==> config.mk <==
export PLATFORM = sky130hd
export DESIGN_NAME = quan_seq_ctrl
export DESIGN_NICKNAME = d
export VERILOG_FILES = /design/src/rtl/quan_seq_ctrl.sv
export SDC_FILE = /design/constraint.sdc
export NUM_CORES = 2
export LEC_CHECK = 0
export BUFFER_PORTS_ARGS = -buffer_cell sky130_fd_sc_hd__buf_2
export CORE_MARGIN = 2
export CORE_UTILIZATION = 60
export CTS_BUF_LIST = sky130_fd_sc_hd__clkbuf_4 sky130_fd_sc_hd__clkbuf_8
export CTS_CLUSTER_DIAMETER = 200
export DETAILED_ROUTE_END_ITERATION = 12
export PLACE_DENSITY = 0.79
export SKIP_CTS_REPAIR_TIMING = 1
export SYNTH_ARGS = -nofsm -noshare
export SYNTH_HDL_FRONTEND = slang
export SYNTH_SLANG_ARGS = --single-unit
==> constraint.sdc <==
create_clock -name clk -period 12.36 [get_ports clk]
set_input_delay 2.472 -clock clk [delete_from_list [all_inputs] [get_ports clk]]
set_output_delay 2.472 -clock clk [all_outputs]
set_load 0.02 [all_outputs]
==> src/rtl/quan_seq_ctrl.sv <==
// Sequencer for the uint8 re-quantize pipeline: per-channel params, sample streaming, byte packing.
// Latency: RD+LATCH per channel, QUAN_LAT pipeline cycles, packed word one edge after the byte capture.
// Backpressure: acc_ready is high only in RUN; there is no stall path from the output side.
module quan_seq_ctrl #(
  parameter int CH_MAX   = 64,
  parameter int QUAN_LAT = 5,
  parameter int PIX_W    = 16,
  localparam int CH_W    = $clog2(CH_MAX)
) (
  input  logic             clk,
  input  logic             reset,
  input  logic             cfg_start,
  input  logic [CH_W:0]    cfg_ch_num,
  input  logic [PIX_W-1:0] cfg_pix_num,
  input  logic             prm_we,
  input  logic [CH_W-1:0]  prm_addr,
  input  logic [31:0]      prm_m0,
  input  logic [7:0]       prm_index,
  input  logic [15:0]      prm_zw,
  input  logic [7:0]       prm_z3,
  input  logic             acc_valid,
  output logic             acc_ready,
  input  logic [31:0]      acc_data,
  input  logic [31:0]      acc_act_sum,
  output logic             q_valid_in,
  output logic [31:0]      q_serial32,
  output logic [31:0]      q_act_sum,
  output logic [31:0]      q_m0,
  output logic [7:0]       q_index,
  output logic [15:0]      q_zw,
  output logic [7:0]       q_z3,
  input  logic [7:0]       q_out,
  output logic             out_valid,
  output logic [63:0]      out_data,
  output logic             out_last,
  output logic [CH_W-1:0]  out_ch,
  output logic             busy,
  output logic             done
);

  typedef enum logic [2:0] {
    ST_IDLE, ST_RD, ST_LATCH, ST_RUN, ST_DRAIN, ST_DONE
  } state_t;

  state_t              state_q, state_d;
  logic [CH_W:0]       ch_num_q, ch_num_d;
  logic [PIX_W-1:0]    pix_num_q, pix_num_d;
  logic [CH_W-1:0]     ch_idx_q, ch_idx_d;
  logic [PIX_W-1:0]    pix_cnt_q, pix_cnt_d;
  logic [PIX_W-1:0]    cap_cnt_q, cap_cnt_d;
  logic [QUAN_LAT-1:0] vld_sr_q, vld_sr_d;
  logic [2:0]          lane_q, lane_d;
  logic [63:0]         pack_q, pack_d;
  logic [31:0]         q_m0_q, q_m0_d;
  logic [7:0]          q_index_q, q_index_d;
  logic [15:0]         q_zw_q, q_zw_d;
  logic [7:0]          q_z3_q, q_z3_d;
  logic                out_valid_q, out_valid_d;
  logic [63:0]         out_data_q, out_data_d;
  logic                out_last_q, out_last_d;
  logic [CH_W-1:0]     out_ch_q, out_ch_d;

  // Parameter table: {m0, index, zw, z3}, one entry per channel
  logic [63:0]         prm_mem [CH_MAX];
  logic [63:0]         prm_rd_dat;

  logic                hs;
  logic                pix_last;
  logic                ch_last;
  logic                byte_last;
  logic [63:0]         cap_word;

  assign acc_ready  = (state_q == ST_RUN);
  assign hs         = acc_valid & acc_ready;
  assign q_valid_in = hs;
  assign q_serial32 = acc_data;
  assign q_act_sum  = acc_act_sum;
  assign q_m0       = q_m0_q;
  assign q_index    = q_index_q;
  assign q_zw       = q_zw_q;
  assign q_z3       = q_z3_q;
  assign out_valid  = out_valid_q;
  assign out_data   = out_data_q;
  assign out_last   = out_last_q;
  assign out_ch     = out_ch_q;
  assign busy       = (state_q != ST_IDLE);
  assign done       = (state_q == ST_DONE);

  assign pix_last  = ((pix_cnt_q + PIX_W'(1)) == pix_num_q);
  assign byte_last = ((cap_cnt_q + PIX_W'(1)) == pix_num_q);
  assign ch_last   = (({1'b0, ch_idx_q} + (CH_W+1)'(1)) == ch_num_q);
  assign cap_word  = {56'd0, q_out} << {lane_q, 3'b000};

  // Table write only while idle so params never shift under a running layer; registered read in RD
  always_ff @(posedge clk) begin
    if (prm_we && state_q == ST_IDLE) begin
      prm_mem[prm_addr] <= {prm_m0, prm_index, prm_zw, prm_z3};
    end
    if (state_q == ST_RD) begin
      prm_rd_dat <= prm_mem[ch_idx_q];
    end
  end

  // Next-state, param hold, valid tracking and byte packing
  always_comb begin
    state_d     = state_q;
    ch_num_d    = ch_num_q;
    pix_num_d   = pix_num_q;
    ch_idx_d    = ch_idx_q;
    pix_cnt_d   = pix_cnt_q;
    cap_cnt_d   = cap_cnt_q;
    vld_sr_d    = {vld_sr_q[QUAN_LAT-2:0], hs};
    lane_d      = lane_q;
    pack_d      = pack_q;
    q_m0_d      = q_m0_q;
    q_index_d   = q_index_q;
    q_zw_d      = q_zw_q;
    q_z3_d      = q_z3_q;
    out_valid_d = 1'b0;
    out_data_d  = out_data_q;
    out_last_d  = out_last_q;
    out_ch_d    = out_ch_q;

    case (state_q)
      ST_IDLE: begin
        if (cfg_start) begin
          ch_num_d  = cfg_ch_num;
          pix_num_d = cfg_pix_num;
          ch_idx_d  = '0;
          pix_cnt_d = '0;
          state_d   = (cfg_ch_num != '0 && cfg_pix_num != '0) ? ST_RD : ST_DONE;
        end
      end
      ST_RD:    state_d = ST_LATCH;
      ST_LATCH: begin
        q_m0_d    = prm_rd_dat[63:32];
        q_index_d = prm_rd_dat[31:24];
        q_zw_d    = prm_rd_dat[23:8];
        q_z3_d    = prm_rd_dat[7:0];
        state_d   = ST_RUN;
      end
      ST_RUN: begin
        if (hs) begin
          if (pix_last) begin
            pix_cnt_d = '0;
            state_d   = ST_DRAIN;
          end else begin
            pix_cnt_d = pix_cnt_q + PIX_W'(1);
          end
        end
      end
      // An empty shift reg means the channel's last byte was captured and its word is already out
      ST_DRAIN: begin
        if (vld_sr_q == '0) begin
          if (ch_last) begin
            state_d = ST_DONE;
          end else begin
            ch_idx_d = ch_idx_q + CH_W'(1);
            state_d  = ST_RD;
          end
        end
      end
      ST_DONE:  state_d = ST_IDLE;
      default:  state_d = ST_IDLE;
    endcase

    if (vld_sr_q[QUAN_LAT-1]) begin
      cap_cnt_d = byte_last ? '0 : cap_cnt_q + PIX_W'(1);
      if (lane_q == 3'd7 || byte_last) begin
        out_valid_d = 1'b1;
        out_data_d  = pack_q | cap_word;
        out_last_d  = byte_last;
        out_ch_d    = ch_idx_q;
        pack_d      = '0;
        lane_d      = '0;
      end else begin
        pack_d = pack_q | cap_word;
        lane_d = lane_q + 3'd1;
      end
    end
  end

  // State register; reset discards in-flight bytes and partial words
  always_ff @(posedge clk or posedge reset) begin
    if (reset) begin
      state_q     <= ST_IDLE;
      ch_num_q    <= '0;
      pix_num_q   <= '0;
      ch_idx_q    <= '0;
      pix_cnt_q   <= '0;
      cap_cnt_q   <= '0;
      vld_sr_q    <= '0;
      lane_q      <= '0;
      pack_q      <= '0;
      q_m0_q      <= '0;
      q_index_q   <= '0;
      q_zw_q      <= '0;
      q_z3_q      <= '0;
      out_valid_q <= 1'b0;
      out_data_q  <= '0;
      out_last_q  <= 1'b0;
      out_ch_q    <= '0;
    end else begin
      state_q     <= state_d;
      ch_num_q    <= ch_num_d;
      pix_num_q   <= pix_num_d;
      ch_idx_q    <= ch_idx_d;
      pix_cnt_q   <= pix_cnt_d;
      cap_cnt_q   <= cap_cnt_d;
      vld_sr_q    <= vld_sr_d;
      lane_q      <= lane_d;
      pack_q      <= pack_d;
      q_m0_q      <= q_m0_d;
      q_index_q   <= q_index_d;
      q_zw_q      <= q_zw_d;
      q_z3_q      <= q_z3_d;
      out_valid_q <= out_valid_d;
      out_data_q  <= out_data_d;
      out_last_q  <= out_last_d;
      out_ch_q    <= out_ch_d;
    end
  end

endmodule
; Word level (Yosys, flattened, before mapping)
; Memory sizes are Yosys's and may differ from the RTL's. A register that Yosys moved wholly into a read port is not among the register bits.
; Index checks and enable logic that the tools add are counted.
[word_totals]
ff_bits = 272
latchBits = 0
mem_bits_rw = 4096
rom_bits = 0
input_bits = 170
output_inout_bits = 204
n_memories = 1
[mem_list]
columns = memory, words, width, rd, rd_ports_with_merged_regs, write_ports, line
row1 = prm_mem, 64, 64, 1, 1, 1, 64  ; logic [63:0] prm_mem [CH_MAX];
[op_classes]
n_addsub = 5
mul = 0
n_div = 0
n_lt_le_gt_ge = 0
eq_ne = 14
shifts = 1
muxes = 22
n_bitwise = 2
n_reduce_logical = 15
[ops]
columns = cell, count
row1 = 2-to-1 mux 16 bit, 4
row2 = 2-to-1 mux 64 bit, 1
row3 = bitwise OR 64 bit, 1
row4 = << shifter 8 x 6 -> 64 bit, 1
row5 = "adder 16 x 1 -> 16 bit, second input constant", 2
row6 = == test 16 bit, 2
row7 = one-hot mux 16 bit (2 select lines), 1
row8 = 2-to-1 mux 3 bit, 7
row9 = 2-to-1 mux 6 bit, 3
row10 = nonzero test 16 bit, 1
row11 = one-hot mux 3 bit (5 select lines), 1
row12 = one-hot mux 6 bit (2 select lines), 1
row13 = "== test 3 bit, second input constant", 3
row14 = AND reduction 4 bit, 2
row15 = "adder 6 x 1 -> 7 bit, second input constant", 1
row16 = == test 7 bit, 1
row17 = nonzero test 7 bit, 1
row18 = "adder 6 x 1 -> 6 bit, second input constant", 1
row19 = "== test 3 x 2 -> 1 bit, second input constant", 2
row20 = "!= test 2 bit, second input constant", 3
row21 = logical NOT 5 bit, 1
row22 = 2-to-1 mux 1 bit, 4
row23 = "!= test 2 x 1 -> 1 bit, second input constant", 2
row24 = AND reduction 2 bit, 2
row25 = other kinds (9), 11

; Logic depth before layout (Yosys ltp)
[logic_depth]
depth_word = 5
ltp_mapped = 13
mapped_depth_nobuf = 8

; Worst setup path before layout
; No wires, ideal clock.
[synth_path]
path_type = input-to-reg
from = in prm_addr[5]
to = mem prm_mem[38][0] (enable)
setup_ps = 487
arrival_ps = 6003
required_time_ps = 11873
slack_ps = 5870
path_stages = 4
cell_sequence = clkbuf_1 > or3b_2 > clkbuf_1 > nor2_1
[synth_lines]
columns = element, line
row1 = from (decl), 16  ; input logic [CH_W-1:0] prm_addr,
row2 = to (decl), 64
; No word-level cell before the write port.

; Worst setup path in the final report
[layout_path]
from = in acc_valid
to = out q_valid_in
[layout_via]
elab_chain_len = 1
[layout_lines]
columns = element, line
row1 = from (decl), 21  ; input logic acc_valid,
row2 = AND 1 bit, 74  ; assign hs = acc_valid & acc_ready;
row3 = to (decl), 25  ; output logic q_valid_in,
; No other way between the ends.

==> results.ini <==
[worst_setup_path]
crit_arrival_ps=3390
crit_buf_inv=3
cp-end-kind=primary output
reg2reg_depth=6
crit_path_start_kind=primary input
cpMostUsedCell=buf_2
slowest_delay_ps=490
r2r-end=prm_rd_dat[54]$_DFFE_PP_
cp_top_family=simple AND/OR/NAND/NOR gates
reg2reg_slack_ps=6860
r2r-start=ch_idx_q[0]$_DFFE_PP0P_
cp_data_required_time_ps=9890
crit_type=in2out
slowest_stage=nor3_1
worstPathCellList=buf_2 > inv_1 > nor3_1 > buf_2
crit_fanout=5

[final_layout]
multiInputGateArea_mm2=0.0363
drive_gt1_frac=0.360
design_area_mm2=0.189
fillers=16300
fin_util=0.671
register_area_mm2=0.132
areaGrowthSynthToFinish_pct=11.4
fin_nets=7935

[logic_synthesis]
netlist_top_cells_area=edfxtp_1 74%, mux4_2 18%, dfrtp_1 4.0%
synth_fp_nets=7312
yosysWarnings=0
async_flop_share=0.0614
synth_top_area_frac=0.736
synth_largest_area_cell=edfxtp_1
synth_ff_type=edfxtp_1
ys_seq_area_frac=0.776
synth_cells=7137
synth_edf_count=4160
synth_cell_types=57
syn_area_per_cell_um2=23.8
netlist_area_mm2=0.170
synth_seq_cells=4432

[placed_design]
io_buffers=245
routabilityCongestion=0.839
place_area_mm2=0.176
detailed_place_hpwl_um=234000

[status]
outcome=finished, final reports clean

[drt]
drtIter0Drc=13000
wire_per_inst_um=36.0
vias_per_cell=6.97
routed_wl_um=434000
first_pass_iters=6
ant_nets=0
vias=84000
drc=0

[global_routing]
grt_max_degree=125
grt_antenna_before_repair=33
grt_usage=0.305
grt_first_pass_wirelength_um=616000
grt_pass1_vias=84500
overflow=0

[sta]
period_share=0.474
worst-slew-pin-transition_ps=1350
slew_violations=0
min_period_ps=5860
whs_ps=380
slew_headroom=0.0997
rsz0062_at_grt=false
setup_viol=0
hold_viol_final=0
max_freq_ghz=0.171
tns_ps=0
finClkSkew_ps=93.9

[floorplan]
die_h_um=536
io-pin-count=374
fp.coreArea_mm2=0.282
die_area_mm2=0.287
dieWidth_um=536
rows=195
initial_core_util=0.602

[run]
cap_violations=0

[power_and_ir_drop]
powerDensity_mw_per_mm2=177
peakVddDrop_v=0.000140
leakage_uw=0.0584

[cts]
cts_tree=done
numCtsBuffers=663
htreeDepth=6
clkTransAtPathRegs_ps=60
clock_path_buffers=4
cts-root-buf=clkbuf_8
clk_latency_ps=1220
cts.sinks=4432

[worst_hold_path]
hold_class=reg2reg
min-delay-start=vld_sr_q[2]$_DFF_PP0_
whs_endpoint=vld_sr_q[3]$_DFF_PP0_
min_delay_path_depth=0

placed cells by master (no fill, tap or decap), drive strengths merged, types with 83 or more instances in the layout:
cell type / count
a21oi: 83
buf: 418
clkbuf: 899
clkinv: 223
dfrtp: 272
edfxtp: 4160
inv: 84
mux2: 96
mux4: 1344
nor2: 158
cells in the mapped netlist (4+ instances only):
master and n:
mux4_2 1344, nor2_1 158, and4_1 6, nand4_1 18, nor4_1 18, dfrtp_1 272, ha_1 5, o2bb2ai_1 9
buf_4 77, nor3_1 25, a31oi_1 79, nand2_1 50, o31ai_1 6, buf_2 5, or3_1 5, nor2b_1 12
o21ai_0 37, edfxtp_1 4160, a211oi_1 26, a21oi_1 82, nand3_1 26, a2bb2oi_1 25, mux2_2 93, xnor2_1 34
a21o_1 4, nor3b_1 11, buf_1 113, and3_1 9, xor2_1 14, clkbuf_1 261, o22ai_1 12, and2_1 27
mux2i_1 25, nand2b_1 8, inv_1 49
cell families (layout without fill, tap and decap cells):
logic type	Yosys count	count (layout)	share of synthesized area
adders and majority gates	5	5	0.000368
buffers and inverters	509	1657	0.0131
other	0	23	0
and+or+nand+nor	381	381	0.0108
AOI/OAI and AO/OA	297	297	0.0112
DFF	4432	4432	0.776
xor gates and xnor gates	48	48	0.00248
muxes	1465	1465	0.186
worst register-to-register path, stage by stage (launching register included):
cell and delay, ps:
dfrtp_4 1000, buf_4 650, buf_4 800, buf_4 940, mux4_2 700, mux4_2 590, mux4_2 500
layer usage:
metal  share of wire  GRT usage  up-vias
met2            0.49      0.481     6972
li1                -          -    31900
met1            0.34      0.414    44100
met3            0.12     0.0644     1030
met5         0.00012          0        -
met4           0.049      0.142        8
worst max path at each step:
stage | startpoint | endpoint | slack (ps) | cells after the start
2_1_floorplan | reset | cap_cnt_q[0]$_DFFE_PP0P_ | 2390 | 1
3_3_place_gp | prm_we | prm_mem[30][22]$_DFFE_PP_ | 6100 | 6
3_5_place_dp | prm_we | prm_mem[30][24]$_DFFE_PP_ | 6060 | 6
4_1_cts | acc_valid | q_valid_in | 6470 | 4
5_1_grt | acc_valid | q_valid_in | 6390 | 4
6_report | acc_valid | q_valid_in | 6500 | 4
registers in the layout, summed over array words and instances (netlist names):
signal / flops
lane_q: 3
q_m0: 32
out_data: 64
vld_sr_q: 5
out_ch: 6
pix_num_q: 16
prm_mem: 4096
pack_q: 64
ch_num_q: 7
pix_cnt_q: 16
q_z3: 8
ch_idx_q: 6
prm_rd_dat: 64
out_last: 1
q_index: 8
state_q: 3
q_zw: 16
out_valid: 1
cap_cnt_q: 16
report_power, final:
part	internal [µW]	switching [µW]	leakage (µW)
clock	6370	5670	0.00705
sequential	16900	404	0.0406
combinational	1820	2250	0.0107
cell type report:
cell class              instances  area share
diodes                         23    0.000304
clock buffers                 899      0.0583
clock inverters               291      0.0124
inverters                      49     0.00101
multi-input cells            2196       0.192
flip-flops and latches       4432       0.697
well taps                    3743      0.0248
repair buffers                418      0.0142
stage by stage:
stage / cells / worst slack, ps / total power, µW
finish: 12100 / 6500 / 33400
global route: 12000 / 6390 / 34400
CTS: 12000 / 6470 / 33500
floorplan: 7137 / 2390 / 20200
global placement: 10800 / 6100 / 21500
detailed placement: 10800 / 6060 / 21700
Power figures use the tool's default switching activity.
